File: src/rtl/waterfall_pkg.sv
// Shared framebuffer geometry and writer state encoding for the waterfall display path
// (writer, framebuffer and display reader).
package waterfall_pkg;

  localparam int FB_WIDTH  = 320;
  localparam int FB_HEIGHT = 240;
  localparam int FB_FRAME  = 76800;
  localparam int FB_ADDR_W = 17;
  localparam int FB_DATA_W = 8;

  typedef enum logic [1:0] {
    ST_CLEAR = 2'd0,
    ST_RUN   = 2'd1,
    ST_PAD   = 2'd2,
    ST_DRAIN = 2'd3
  } wf_state_e;

endpackage

File: src/rtl/waterfall_writer.sv
// Streams spectrum lines into a circular framebuffer, padding short lines and dropping
// overlong ones, with a zero-fill clear pass after reset or on request.
module waterfall_writer
  import waterfall_pkg::*;
#(
  parameter int WIDTH  = FB_WIDTH,
  parameter int HEIGHT = FB_HEIGHT,
  parameter int ADDR_W = FB_ADDR_W,
  parameter int DATA_W = FB_DATA_W
) (
  input  logic              clk,
  input  logic              reset,
  input  logic [DATA_W-1:0] s_data,
  input  logic              s_valid,
  input  logic              s_last,
  output logic              s_ready,
  input  logic              mem_ready,
  input  logic              clear_req,
  output logic [ADDR_W-1:0] addr,
  output logic [DATA_W-1:0] wdata,
  output logic              w_enable,
  output logic [7:0]        head_row,
  output logic              line_done,
  output logic              clearing,
  output logic              err_overrun
);

  localparam int FRAME = WIDTH * HEIGHT;
  localparam int COL_W = (WIDTH > 1) ? $clog2(WIDTH) : 1;
  localparam int ROW_W = (HEIGHT > 1) ? $clog2(HEIGHT) : 1;

  localparam logic [COL_W-1:0]  COL_LAST = COL_W'(WIDTH - 1);
  localparam logic [ROW_W-1:0]  ROW_LAST = ROW_W'(HEIGHT - 1);
  localparam logic [ADDR_W-1:0] PTR_LAST = ADDR_W'(FRAME - 1);

  wf_state_e         state_q, state_d;
  logic [ADDR_W-1:0] ptr_q, ptr_d;
  logic [COL_W-1:0]  col_q, col_d;
  logic [ROW_W-1:0]  row_q, row_d;
  logic              err_q, err_d;

  logic col_last;
  logic line_write;

  assign col_last = (col_q == COL_LAST);

  // Handshake and write strobe are combinational so an accepted beat is written the same cycle.
  always_comb begin
    s_ready  = 1'b0;
    w_enable = 1'b0;
    wdata    = '0;
    case (state_q)
      ST_RUN: begin
        s_ready  = mem_ready;
        w_enable = s_valid && mem_ready;
        wdata    = s_data;
      end
      ST_PAD:   w_enable = mem_ready;
      ST_DRAIN: s_ready  = 1'b1;
      ST_CLEAR: w_enable = mem_ready;
      default: ;
    endcase
    if (reset) begin
      w_enable = 1'b0;
    end
  end

  assign line_write  = w_enable && (state_q == ST_RUN || state_q == ST_PAD);
  assign line_done   = line_write && col_last;
  assign addr        = ptr_q;
  assign head_row    = 8'(row_q);
  assign clearing    = (state_q == ST_CLEAR);
  assign err_overrun = err_q;

  always_comb begin
    state_d = state_q;
    ptr_d   = ptr_q;
    col_d   = col_q;
    row_d   = row_q;
    err_d   = err_q;

    // Position bookkeeping for line writes; row wrap also wraps the pointer so no multiply is needed.
    if (line_write) begin
      if (col_last) begin
        col_d = '0;
        if (row_q == ROW_LAST) begin
          row_d = '0;
          ptr_d = '0;
        end else begin
          row_d = row_q + ROW_W'(1);
          ptr_d = ptr_q + ADDR_W'(1);
        end
      end else begin
        col_d = col_q + COL_W'(1);
        ptr_d = ptr_q + ADDR_W'(1);
      end
    end

    case (state_q)
      ST_RUN: begin
        if (s_valid && mem_ready) begin
          if (col_last && !s_last) begin
            state_d = ST_DRAIN;
            err_d   = 1'b1;
          end else if (!col_last && s_last) begin
            state_d = ST_PAD;
          end
        end
      end
      ST_PAD: begin
        if (mem_ready && col_last) begin
          state_d = ST_RUN;
        end
      end
      ST_DRAIN: begin
        if (s_valid && s_last) begin
          state_d = ST_RUN;
        end
      end
      ST_CLEAR: begin
        if (mem_ready) begin
          if (ptr_q == PTR_LAST) begin
            ptr_d   = '0;
            col_d   = '0;
            row_d   = '0;
            state_d = ST_RUN;
          end else begin
            ptr_d = ptr_q + ADDR_W'(1);
          end
        end
      end
      default: state_d = ST_CLEAR;
    endcase

    // A clear request abandons whatever line is in progress and restarts the fill from zero.
    if (clear_req) begin
      state_d = ST_CLEAR;
      ptr_d   = '0;
      col_d   = '0;
      row_d   = '0;
      err_d   = 1'b0;
    end
  end

  always_ff @(posedge clk or posedge reset) begin
    if (reset) begin
      state_q <= ST_CLEAR;
      ptr_q   <= '0;
      col_q   <= '0;
      row_q   <= '0;
      err_q   <= 1'b0;
    end else begin
      state_q <= state_d;
      ptr_q   <= ptr_d;
      col_q   <= col_d;
      row_q   <= row_d;
      err_q   <= err_d;
    end
  end

endmodule
File: config.mk
export PLATFORM = sky130hd
export DESIGN_NAME = waterfall_writer
export DESIGN_NICKNAME = d
export VERILOG_FILES = /design/src/rtl/waterfall_pkg.sv /design/src/rtl/waterfall_writer.sv
export SDC_FILE = /design/constraint.sdc
export NUM_CORES = 1
export LEC_CHECK = 0
export BUFFER_PORTS_ARGS = -buffer_cell sky130_fd_sc_hd__clkbuf_2
export CAP_MARGIN = 20
export CORE_MARGIN = 1.5
export CORE_UTILIZATION = 58
export DETAILED_ROUTE_END_ITERATION = 10
export GPL_TIMING_DRIVEN = 1
export PLACE_DENSITY = 0.86
export SLEW_MARGIN = 10
export SYNTH_ARGS = -nofsm -noshare
export SYNTH_HDL_FRONTEND = slang
export SYNTH_SLANG_ARGS = --single-unit
export TNS_END_PERCENT = 10
File: constraint.sdc
create_clock -name clk -period 5.75 [get_ports clk]
set_clock_uncertainty 0.1 [all_clocks]
set_input_delay 0.8625 -clock clk [delete_from_list [all_inputs] [get_ports clk]]
set_output_delay 0.8625 -clock clk [all_outputs]
set_load 0.1 [all_outputs]
# Word level (Yosys, flattened, before mapping)
# Cells that the tools add are included.
dict set report totals {
  inputBits 14
  reg_bits 37
}
dict set report classes {
  n_mux 37
  eq_ne 12
  reduce_logical 17
  addsub 3
}
# operator n
set op_table {}
lappend op_table {{17-bit two-way mux} 7}
lappend op_table {{8-bit two-way mux} 8}
lappend op_table {{9-bit two-way mux} 6}
lappend op_table {{17-bit by 1-bit adder with 17-bit output, second input constant} 1}
lappend op_table {{17-bit == test, second input constant} 1}
lappend op_table {{2-bit two-way mux} 8}
lappend op_table {{9-bit by 1-bit adder with 9-bit output, second input constant} 1}
lappend op_table {{9-bit == test, second input constant} 1}
lappend op_table {{3-bit by 2-bit inequality test with 1-bit output, second input constant} 3}
lappend op_table {{8-bit by 1-bit adder with 8-bit output, second input constant} 1}
lappend op_table {{8-bit == test, second input constant} 1}
lappend op_table {{2-bit one-hot mux with 4 select lines} 1}
lappend op_table {{1-bit logical AND} 7}
lappend op_table {{3-bit inequality test, second input constant} 2}
lappend op_table {{6-bit AND reduction} 1}
lappend op_table {{2-bit nonzero test} 3}
lappend op_table {{1-bit two-way mux} 5}
lappend op_table {{2-bit == test, second input constant} 2}
lappend op_table {{4-bit by 2-bit inequality test with 1-bit output, second input constant} 1}
lappend op_table {{1-bit one-hot mux with 2 select lines} 2}
lappend op_table {{3-bit AND reduction} 1}
lappend op_table {{2-bit by 1-bit == test with 1-bit output, second input constant} 1}
lappend op_table {{1-bit zero test} 2}
lappend op_table {{2-bit zero test} 1}
lappend op_table {{other kinds (2)} 2}

# Depth between registers and ports, before layout
# Gate-level depths: netlist (run 1).
dict set report depth {
  depth_word 10
  ltp_mapped 8
  mapped_depth_nobuf 8
}

# Least setup slack after synthesis (run 1)
# No wires, ideal clock.
dict set report synth_timing {
  path_type {in2out}
  start {input s_valid}
  end {output w_enable}
  t_required_ns 4.788
  slack_ns 0.651
  path_stages 2
  path_buffers 0
  arrival_time_ns 4.137
  path_cell_list {a21boi_0 nor4b_1}
}
dict set report synth_via {
  elab_chain_cells 3
}
# item line
set synth_lines {}
lappend synth_lines {{start, declared} waterfall_writer.sv:14} ;# input logic s_valid,
lappend synth_lines {{1-bit logical AND} waterfall_writer.sv:55} ;# w_enable = s_valid && mem_ready;
lappend synth_lines {{1-bit one-hot mux with 2 select lines} waterfall_writer.sv:52} ;# case (state_q)
lappend synth_lines {{1-bit two-way mux} waterfall_writer.sv:63} ;# if (reset) begin
lappend synth_lines {{end, declared} waterfall_writer.sv:21} ;# output logic w_enable,
# No other way between the ends.

# Worst setup path after layout (run 1)
dict set report layout_timing {
  start {register state_q[1]}
  end {output line_done}
}
dict set report layout_via {
  elab_chain_cells 6
  elab_cells_between_ends 9
  classes_between {eq/ne (2); mux (2); reduce/logical (5)}
}
# item line
set layout_lines {}
lappend layout_lines {{start, declared} waterfall_writer.sv:36} ;# wf_state_e state_q, state_d;
lappend layout_lines {{start signal, assigned} waterfall_writer.sv:153} ;# state_q <= state_d;
lappend layout_lines {{2-bit == test / 2-bit zero test (equally long branches)} {waterfall_writer.sv:52, waterfall_writer.sv:68}}
lappend layout_lines {{2-bit OR reduction (no source line)} -}
lappend layout_lines {{1-bit one-hot mux with 2 select lines} waterfall_writer.sv:52}
lappend layout_lines {{1-bit two-way mux} waterfall_writer.sv:63}
lappend layout_lines {{1-bit logical AND (*)} waterfall_writer.sv:68} ;# assign line_write = w_enable && (state_q == ST_RUN || state_q == ST_PAD);
lappend layout_lines {{1-bit logical AND (*)} waterfall_writer.sv:69} ;# assign line_done = line_write && col_last;
lappend layout_lines {{end, declared} waterfall_writer.sv:23} ;# output logic line_done,
# Every way passes the cells marked *; elsewhere a longest branch is shown, timed or not.

==> impl_metrics.py, run 1 <==
metrics = {
    "status": {
        "status": "finished, final reports clean",
    },
    "min_path": {
        "min_path_type": "in -> async",
    },
    "clocking": {
        "cts_sinks": 37,
        "clk_pin_slew_worst_paths_ns": 0.08,
        "cts_buffers": 5,
        "post_cts_buffers": 0,
        "root_buffer": "clkbuf_8",
        "insertion_delay_ns": 0.29,
        "hold_buffers": 0,
        "cts_tree": "yes",
        "cts-resized-gates": 0,
        "htree_levels": 2,
        "clk_path_buf_depth": 2,
    },
    "sta": {
        "maxSlewViolCount": 0,
        "max_freq_mhz": 253,
        "final-setup-viol-count": 0,
        "fin_crit_ns": 3.96,
        "timing.slew.headroom": 0.339,
        "fin_crit_sh": 0.688,
        "worstMarginPinSlew_ns": 0.988,
        "hold_viol": 0,
        "rsz0062_at_grt": "no",
        "fin_setup_tns_ns": 0,
    },
    "cells_and_area": {
        "final_layout_size_suffix_gt1_frac": 0.211,
        "final_common_cell": "clkbuf_2",
        "layout.nets": 324,
        "final_area_um2": 2660,
        "final_cell_mix": "clkbuf_2, dfrtp_1, nand2_1, nor2_1, o21ai_0",
        "antenna_cells": 0,
        "syn_to_final_growth_pct": 18.6,
        "fillers": 290,
    },
    "placed_design": {
        "port_buffers": 51,
        "dpl_cell_area_um2": 2540,
        "place_congestion": 0.829,
        "hpwl_mm": 3.52,
    },
    "die": {
        "start_util": 0.608,
        "ioPinCount": 52,
        "die_area_um2": 4250,
        "fp.coreArea_um2": 3690,
        "fp.dieW_um": 65.2,
        "fp-row-count": 22,
        "die_y_um": 65.2,
    },
    "route": {
        "wire_per_inst_um": 14.5,
        "first_iter_violations": 180,
        "wirelength_mm": 5.09,
        "via_count": 2101,
        "ant_nets": 0,
        "vias_per_cell": 5.99,
        "first_pass_iters": 4,
        "drcViolationCount": 0,
    },
    "synth": {
        "synth_area_per_cell_um2": 9.00,
        "synth_area_leaders": "dfrtp_1, ha_1, nand2_1",
        "synth_edf_count": 0,
        "ys.flop_type": "dfrtp_1",
        "yosysTopAreaCell": "dfrtp_1",
        "ys_seq_area_frac": 0.413,
        "yosys.area.top_type_share": 0.413,
        "yosysUniqueCellTypes": 44,
        "synthCells": 249,
        "yosysWarnings": 0,
        "syn_nets": 271,
        "synthArstFlopShare": 1.00,
        "mappedNetlistArea_um2": 2240,
        "ys_seq_elements": 37,
    },
    "global_route": {
        "grt.overflow.total": 0,
        "grt_pass1_wl_mm": 8.46,
        "grt_max_degree": 35,
        "grt_antenna_before_repair": 0,
        "grt_pass1_vias": 1867,
        "grtUsageTotal": 0.256,
    },
    "power_and_ir_drop": {
        "p_per_area_nw_per_um2": 205,
        "power.total_uw": 545,
        "ir_drop_v": 0.000170,
        "leakagePower_uw": 0.00126,
    },
    "worst_setup_path": {
        "cp.arrival_ns": 2.99,
        "crit_path_frequent_cell": "inv_1",
        "cp_max_fo": 14,
        "critPathSlowestCell": "nor2_1",
        "critPathKind": "reg -> out",
        "critPathCaptureType": "output pin",
        "required_ns": 4.79,
        "critPathLaunchType": "flop",
        "path_cells": "inv_1 -> ha_1 -> a21boi_0 -> nor2_1 -> nand2_1 -> inv_1 -> clkbuf_2",
        "critPathMaxStageDelay_ns": 0.55,
    },
    "job": {
        "drv_cap": 0,
    },
}
## state kept, by name (all words and copies together), names as in the netlist
| name | count |
|---|---|
| head_row | 8 |
| state_q | 2 |
| addr | 17 |
| col_q | 9 |
| err_overrun | 1 |
## worst max-delay path, delay by kind of cell (launching register included)
family,cells,cell delay [ns]
AOI/OAI and AO/OA,1,0.28
adders and majority gates,1,0.37
buffers and inverters,3,0.76
DFF,1,0.42
and+or+nand+nor,2,0.87
## routing by layer
| layer | part of all wire | track usage | vias to the layer above |
|---|---|---|---|
| met3 | 0.055 | 0.0548 | 8 |
| met4 | 0.013 | 0.115 | 0 |
| li1 | - | - | 1013 |
| met1 | 0.45 | 0.341 | 1010 |
| met2 | 0.48 | 0.402 | 70 |
| met5 | 0 | 0 | - |
## report_power, final
group | internal, uW | switching, uW | total [uW]
Sequential | 262 | 2.99 | 265
Clock | 141 | 90.5 | 232
Combinational | 11.1 | 36.8 | 47.9
Total | 414 | 130 | 545
## area by class of cell
type / count / area, um2 / area share
Clock inverter: 1 / 30.0 / 0.0113
Timing Repair Buffer: 52 / 263 / 0.0989
Sequential cell: 37 / 926 / 0.348
Clock buffer: 7 / 86.3 / 0.0325
Multi-Input combinational cell: 198 / 1260 / 0.475
Inverter: 8 / 30.0 / 0.0113
Tap cell: 48 / 60.1 / 0.0226
## synthesized netlist by cell type, drive strengths merged, types with 2 or more instances
library cell   n
dfrtp         37
nand2         26
nor2          22
o21ai         19
nand3         17
a21oi         13
and3          11
and2          10
xor2           9
ha             8
inv            8
xnor2          8
a22o           7
clkbuf         6
nand4          6
a41o           5
nor3           5
nor4b          3
or3            3
a211oi         2
a21boi         2
a31oi          2
nand3b         2
or3b           2
or4b           2
## final timing paths
kind,depth (start not counted),endpoint,from,slack [ns]
setup / recovery,7,line_done,state_q[1],1.79
hold / removal,2,head_row[4],reset,0.35
max in group asynchronous,3,head_row[2],reset,4.55
min in group clk,2,err_overrun,err_overrun,0.42
setup reg to reg,7,head_row[5],state_q[1],2.86
hold reg to reg,2,err_overrun,err_overrun,0.42
## cells by family (layout without fill, tap and decap cells)
family | count (synthesis) | in the layout | synth area share
flops | 37 | 37 | 0.413
fa+ha+maj | 8 | 8 | 0.0447
simple gates | 115 | 115 | 0.282
compound gates | 58 | 58 | 0.170
xor+xnor | 17 | 17 | 0.0664
buf+inv | 14 | 68 | 0.0235
## stage by stage
| stage | hold slack [ns] | instances | utilization | worst slack (ns) |
|---|---|---|---|---|
| after global routing | 0.361 | 351 | 0.720 | 1.51 |
| after floorplan | 0.403 | 249 | - | 0.651 |
| after CTS | 0.348 | 351 | 0.720 | 1.78 |
| after global placement | 0.416 | 343 | 0.689 | 2.22 |
| after detailed placement | 0.403 | 343 | 0.689 | 2.12 |
| final | 0.355 | 351 | 0.720 | 1.79 |
No activity file was read; power rests on OpenSTA's default activity.
==> run 2, diff against run 1 <==
Settings changed: ABC_AREA set to 1, CORE_UTILIZATION 58 to 50, PLACE_DENSITY 0.86 to 0.77.
Clock period 5.75 ns to 3.47 ns, I/O delays scaled along.
==> impl_metrics.py, run 2 <==
metrics = {
    "status": {
        "status": "finished, final reports clean",
    },
    "die": {
        "fp.dieW_um": 76.5,
        "fp.coreArea_um2": 5170,
        "die_area_um2": 5860,
        "ioPinCount": 52,
        "start_util": 0.523,
        "fp-row-count": 26,
        "die_y_um": 76.5,
    },
    "placed_design": {
        "hpwl_mm": 4.66,
        "place_congestion": 0.862,
        "port_buffers": 51,
        "dp_slack_ns": 0.801,
    },
    "sta": {
        "hold_viol": 0,
        "max_freq_mhz": 333,
        "hold-worst-slack_ns": 0.323,
        "fin_crit_sh": 0.865,
        "worstMarginPinSlew_ns": 0.923,
        "setup_slack_ns": 0.469,
        "fin_crit_ns": 3.00,
        "timing.slew.headroom": 0.384,
        "final-setup-viol-count": 0,
        "maxSlewViolCount": 0,
        "rsz0062_at_grt": "no",
        "fin_setup_tns_ns": 0,
    },
    "cells_and_area": {
        "final_common_cell": "nand2_1",
        "final_layout_size_suffix_gt1_frac": 0.189,
        "largest_reg_flops": 17,
        "fillers": 502,
        "syn_to_final_growth_pct": 15.2,
        "antenna_cells": 0,
        "final_cell_mix": "nand2_1, inv_1, clkbuf_2, nor2_1, dfrtp_1",
        "layout.nets": 482,
        "utilization": 0.602,
    },
    "synth": {
        "synthCells": 408,
        "mappedNetlistArea_um2": 2700,
        "ys_seq_elements": 37,
        "ys_seq_area_frac": 0.342,
        "yosysWarnings": 0,
        "syn_nets": 430,
        "synth_edf_count": 0,
        "synthArstFlopShare": 1.00,
        "synth_most_common_cell": "nand2_1",
        "yosys.area.top_type_share": 0.342,
        "ys.flop_type": "dfrtp_1",
        "synth_area_leaders": "dfrtp_1, nand2_1, inv_1",
        "yosysTopAreaCell": "dfrtp_1",
        "yosysUniqueCellTypes": 32,
        "netlist_top_cells_count": "nand2_1, inv_1, nor2_1",
        "synth_area_per_cell_um2": 6.63,
    },
    "route": {
        "wire_per_inst_um": 11.8,
        "first_iter_violations": 171,
        "via_count": 2640,
        "ant_nets": 0,
        "first_pass_iters": 4,
        "wirelength_mm": 6.24,
        "drcViolationCount": 0,
        "vias_per_cell": 4.97,
    },
    "worst_setup_path": {
        "reg2reg_depth": 12,
        "cp.arrival_ns": 2.38,
        "cp_max_fo": 13,
        "required_ns": 2.85,
        "regToRegSetupSlack_ns": 1.02,
        "critPathLaunchType": "flop",
        "critPathCaptureType": "output pin",
        "r2r-start": "state_q[1]",
        "r2r_end": "addr[15]",
        "critPathKind": "reg -> out",
    },
    "clocking": {
        "insertion_delay_ns": 0.30,
        "cts-resized-gates": 0,
        "cts_tree": "yes",
        "cts_buffers": 5,
        "clk_path_buf_depth": 2,
        "root_buffer": "clkbuf_8",
        "clk_pin_slew_worst_paths_ns": 0.08,
        "cts_sinks": 37,
        "post_cts_buffers": 0,
        "hold_buffers": 0,
        "htree_levels": 2,
    },
    "global_route": {
        "grt_max_degree": 25,
        "grt.overflow.total": 0,
        "grt_antenna_before_repair": 0,
        "grt_pass1_wl_mm": 10.7,
        "grt_pass1_vias": 2406,
        "grtUsageTotal": 0.225,
    },
    "min_path": {
        "min_path_type": "in -> async",
    },
    "power_and_ir_drop": {
        "leakagePower_uw": 0.00164,
        "power.total_uw": 1680,
        "p_per_area_nw_per_um2": 539,
        "ir_drop_v": 0.000777,
    },
    "job": {
        "drv_cap": 0,
    },
}
run 2: cell count changes in the layout (fill, tap and decap cells not counted), moves of 5 or more:
cell / before / now
a22o_1: 7 / 0
a41o_1: 5 / 0
and2_1: 10 / 0
and3_1: 11 / 0
inv_1: 8 / 60
nand2_1: 26 / 132
nand3_1: 16 / 33
nor2_1: 22 / 44
nor2_2: 0 / 6
run 2: critical path, cell delays in order, from the launching register on:
cell and delay [ns]:
dfrtp_1 0.42, inv_1 0.09, ha_1 0.35, inv_2 0.11, o21ai_2 0.22, nand3_2 0.17
nor2_8 0.23, clkbuf_2 0.50
run 2: worst max-delay path by stage:
stage	startpoint	to	depth (start not counted)
2_1_floorplan	state_q[1]	s_ready	5
3_3_place_gp	state_q[1]	line_done	7
3_5_place_dp	state_q[1]	line_done	7
4_1_cts	state_q[1]	line_done	7
5_1_grt	state_q[1]	line_done	7
6_report	state_q[1]	line_done	7
run 2: cell families after synthesis:
logic type,count (synthesis),share of synthesized area
DFF,37,0.342
buffers and inverters,73,0.115
and+or+nand+nor,238,0.386
AOI/OAI and AO/OA,42,0.0875
adders and majority gates,8,0.0370
xor gates and xnor gates,10,0.0324
run 2: layout make-up:
class	instances	area, um2	area share
well taps	70	87.6	0.0281
multi-input cells	298	1470	0.471
repair buffers	53	270	0.0867
clock buffers	5	68.8	0.0221
inverters	65	249	0.0799
clock inverters	3	46.3	0.0149
flip-flops and latches	37	926	0.297
run 2: where the power goes:
group	total (uW)	switching, uW	internal, uW	leakage, uW
Sequential	491	33.5	457	0.000513
Clock	385	170	215	0.0000543
Combinational	802	668	134	0.00108
run 2: per-layer routing:
metal	vias to the layer above	routed length (um)	GRT usage
met3	4	300	0.0455
met2	68	2870	0.360
met5	-	0	0
met1	1202	3010	0.307
met4	0	63	0.0704
li1	1366	-	-
run 2: stage by stage:
step,cell area [um2],cells
after floorplan,2700,408
after global placement,3000,523
after detailed placement,3000,523
after CTS,3120,531
after global routing,3120,531
final,3120,531
==> run 3, diff against run 2 <==
Settings changed: CORE_ASPECT_RATIO set to 1.25, CTS_BUF_LIST set to sky130_fd_sc_hd__clkbuf_8 sky130_fd_sc_hd__clkbuf_16.
==> impl_metrics.py, run 3 (synthesis results as in run 2) <==
metrics = {
    "cells_and_area": {
        "syn_to_final_growth_pct": 14.4,
        "final_common_cell": "nand2_1",
        "final_layout_size_suffix_gt1_frac": 0.187,
        "largest_reg_flops": 17,
        "layout.nets": 482,
        "antenna_cells": 0,
        "final_cell_mix": "nand2_1, inv_1, clkbuf_2, nor2_1, dfrtp_1",
        "final_cells": 522,
    },
    "route": {
        "wirelength_mm": 6.59,
        "first_pass_iters": 4,
        "vias_per_cell": 5.16,
        "via_count": 2696,
        "first_iter_violations": 194,
        "ant_nets": 0,
        "drcViolationCount": 0,
        "wire_per_inst_um": 12.6,
    },
    "die": {
        "die_y_um": 85.2,
        "start_util": 0.525,
        "fp-row-count": 29,
        "die_area_um2": 5860,
        "fp.dieW_um": 68.8,
        "fp.coreArea_um2": 5150,
        "ioPinCount": 52,
    },
    "power_and_ir_drop": {
        "ir_drop_v": 0.000457,
        "leakagePower_uw": 0.00164,
        "p_per_area_nw_per_um2": 534,
        "power.total_uw": 1650,
    },
    "sta": {
        "maxSlewViolCount": 0,
        "hold-worst-slack_ns": 0.236,
        "fin_crit_sh": 0.863,
        "max_freq_mhz": 334,
        "worstMarginPinSlew_ns": 0.601,
        "fin_setup_tns_ns": 0,
        "setup_slack_ns": 0.476,
        "rsz0062_at_grt": "no",
        "fin_crit_ns": 2.99,
        "final-setup-viol-count": 0,
        "timing.slew.headroom": 0.599,
        "hold_viol": 0,
    },
    "worst_setup_path": {
        "cp.arrival_ns": 2.37,
        "required_ns": 2.85,
        "critPathKind": "reg -> out",
        "r2r-start": "state_q[1]",
        "startpoint": "state_q[1]",
        "critPathCaptureType": "output pin",
        "cp_max_fo": 13,
        "critPathLaunchType": "flop",
    },
    "placed_design": {
        "hpwl_mm": 4.90,
        "placed_cells": 515,
        "place_congestion": 0.938,
        "dp_slack_ns": 0.801,
        "port_buffers": 51,
    },
    "global_route": {
        "grt_antenna_before_repair": 0,
        "grtUsageTotal": 0.244,
        "grt_pass1_wl_mm": 11.1,
        "grt.overflow.total": 0,
        "grt_max_degree": 38,
        "grt_pass1_vias": 2504,
    },
    "clocking": {
        "clk_path_buf_depth": 2,
        "clk_pin_slew_worst_paths_ns": 0.08,
        "htree_levels": 2,
        "cts_tree": "yes",
        "post_cts_buffers": 0,
        "insertion_delay_ns": 0.29,
        "root_buffer": "clkbuf_8",
        "cts_sinks": 37,
        "hold_buffers": 0,
        "cts-resized-gates": 0,
        "cts_buffers": 5,
    },
    "min_path": {
        "min_path_type": "in -> async",
    },
    "status": {
        "status": "finished, final reports clean",
    },
    "job": {
        "drv_cap": 0,
    },
}
## run 3: per-stage QoR
stage,utilization,instance area (um2)
3_5_place_dp,0.580,2990
3_3_place_gp,0.580,2990
4_1_cts,0.601,3090
2_1_floorplan,-,2700
6_report,0.601,3090
5_1_grt,0.601,3090
## run 3: power by group
part           switching, uW  leakage, uW  internal, uW
Sequential              32.1     0.000513           458
Combinational            668      0.00108           134
Clock                    152    0.0000540           209
Total                    851      0.00164           801
## run 3: final cells by class
| class | instances | area, um2 |
|---|---|---|
| fillers | 512 | 2060 |
| multi-input cells | 298 | 1470 |
| flip-flops and latches | 37 | 926 |
| repair buffers | 53 | 270 |
| inverters | 65 | 249 |
| well taps | 62 | 77.6 |
| clock buffers | 5 | 68.8 |
| clock inverters | 2 | 35.0 |
## run 3: worst max-delay path, cell delays in order (launching register included)
cell and delay, ns:
dfrtp_1 0.41, inv_1 0.09, ha_1 0.34, inv_2 0.10, o21ai_2 0.24, nand3_2 0.18
nor2_8 0.23, clkbuf_2 0.50
## run 3: final timing paths
path	depth (start not counted)	end	slack (ns)
max	7	line_done	0.48
min	3	addr[3]	0.24
max reg2reg	12	addr[15]	1.00
min reg2reg	2	state_q[1]	0.45
max in group asynchronous	3	head_row[7]	2.70
min in group clk	2	state_q[1]	0.45
## run 3: metal layers
| metal | GRT usage | part of all wire |
|---|---|---|
| met4 | 0.0838 | 0.018 |
| met5 | 0 | 0 |
| met1 | 0.284 | 0.42 |
| met2 | 0.437 | 0.53 |
| met3 | 0.0398 | 0.037 |
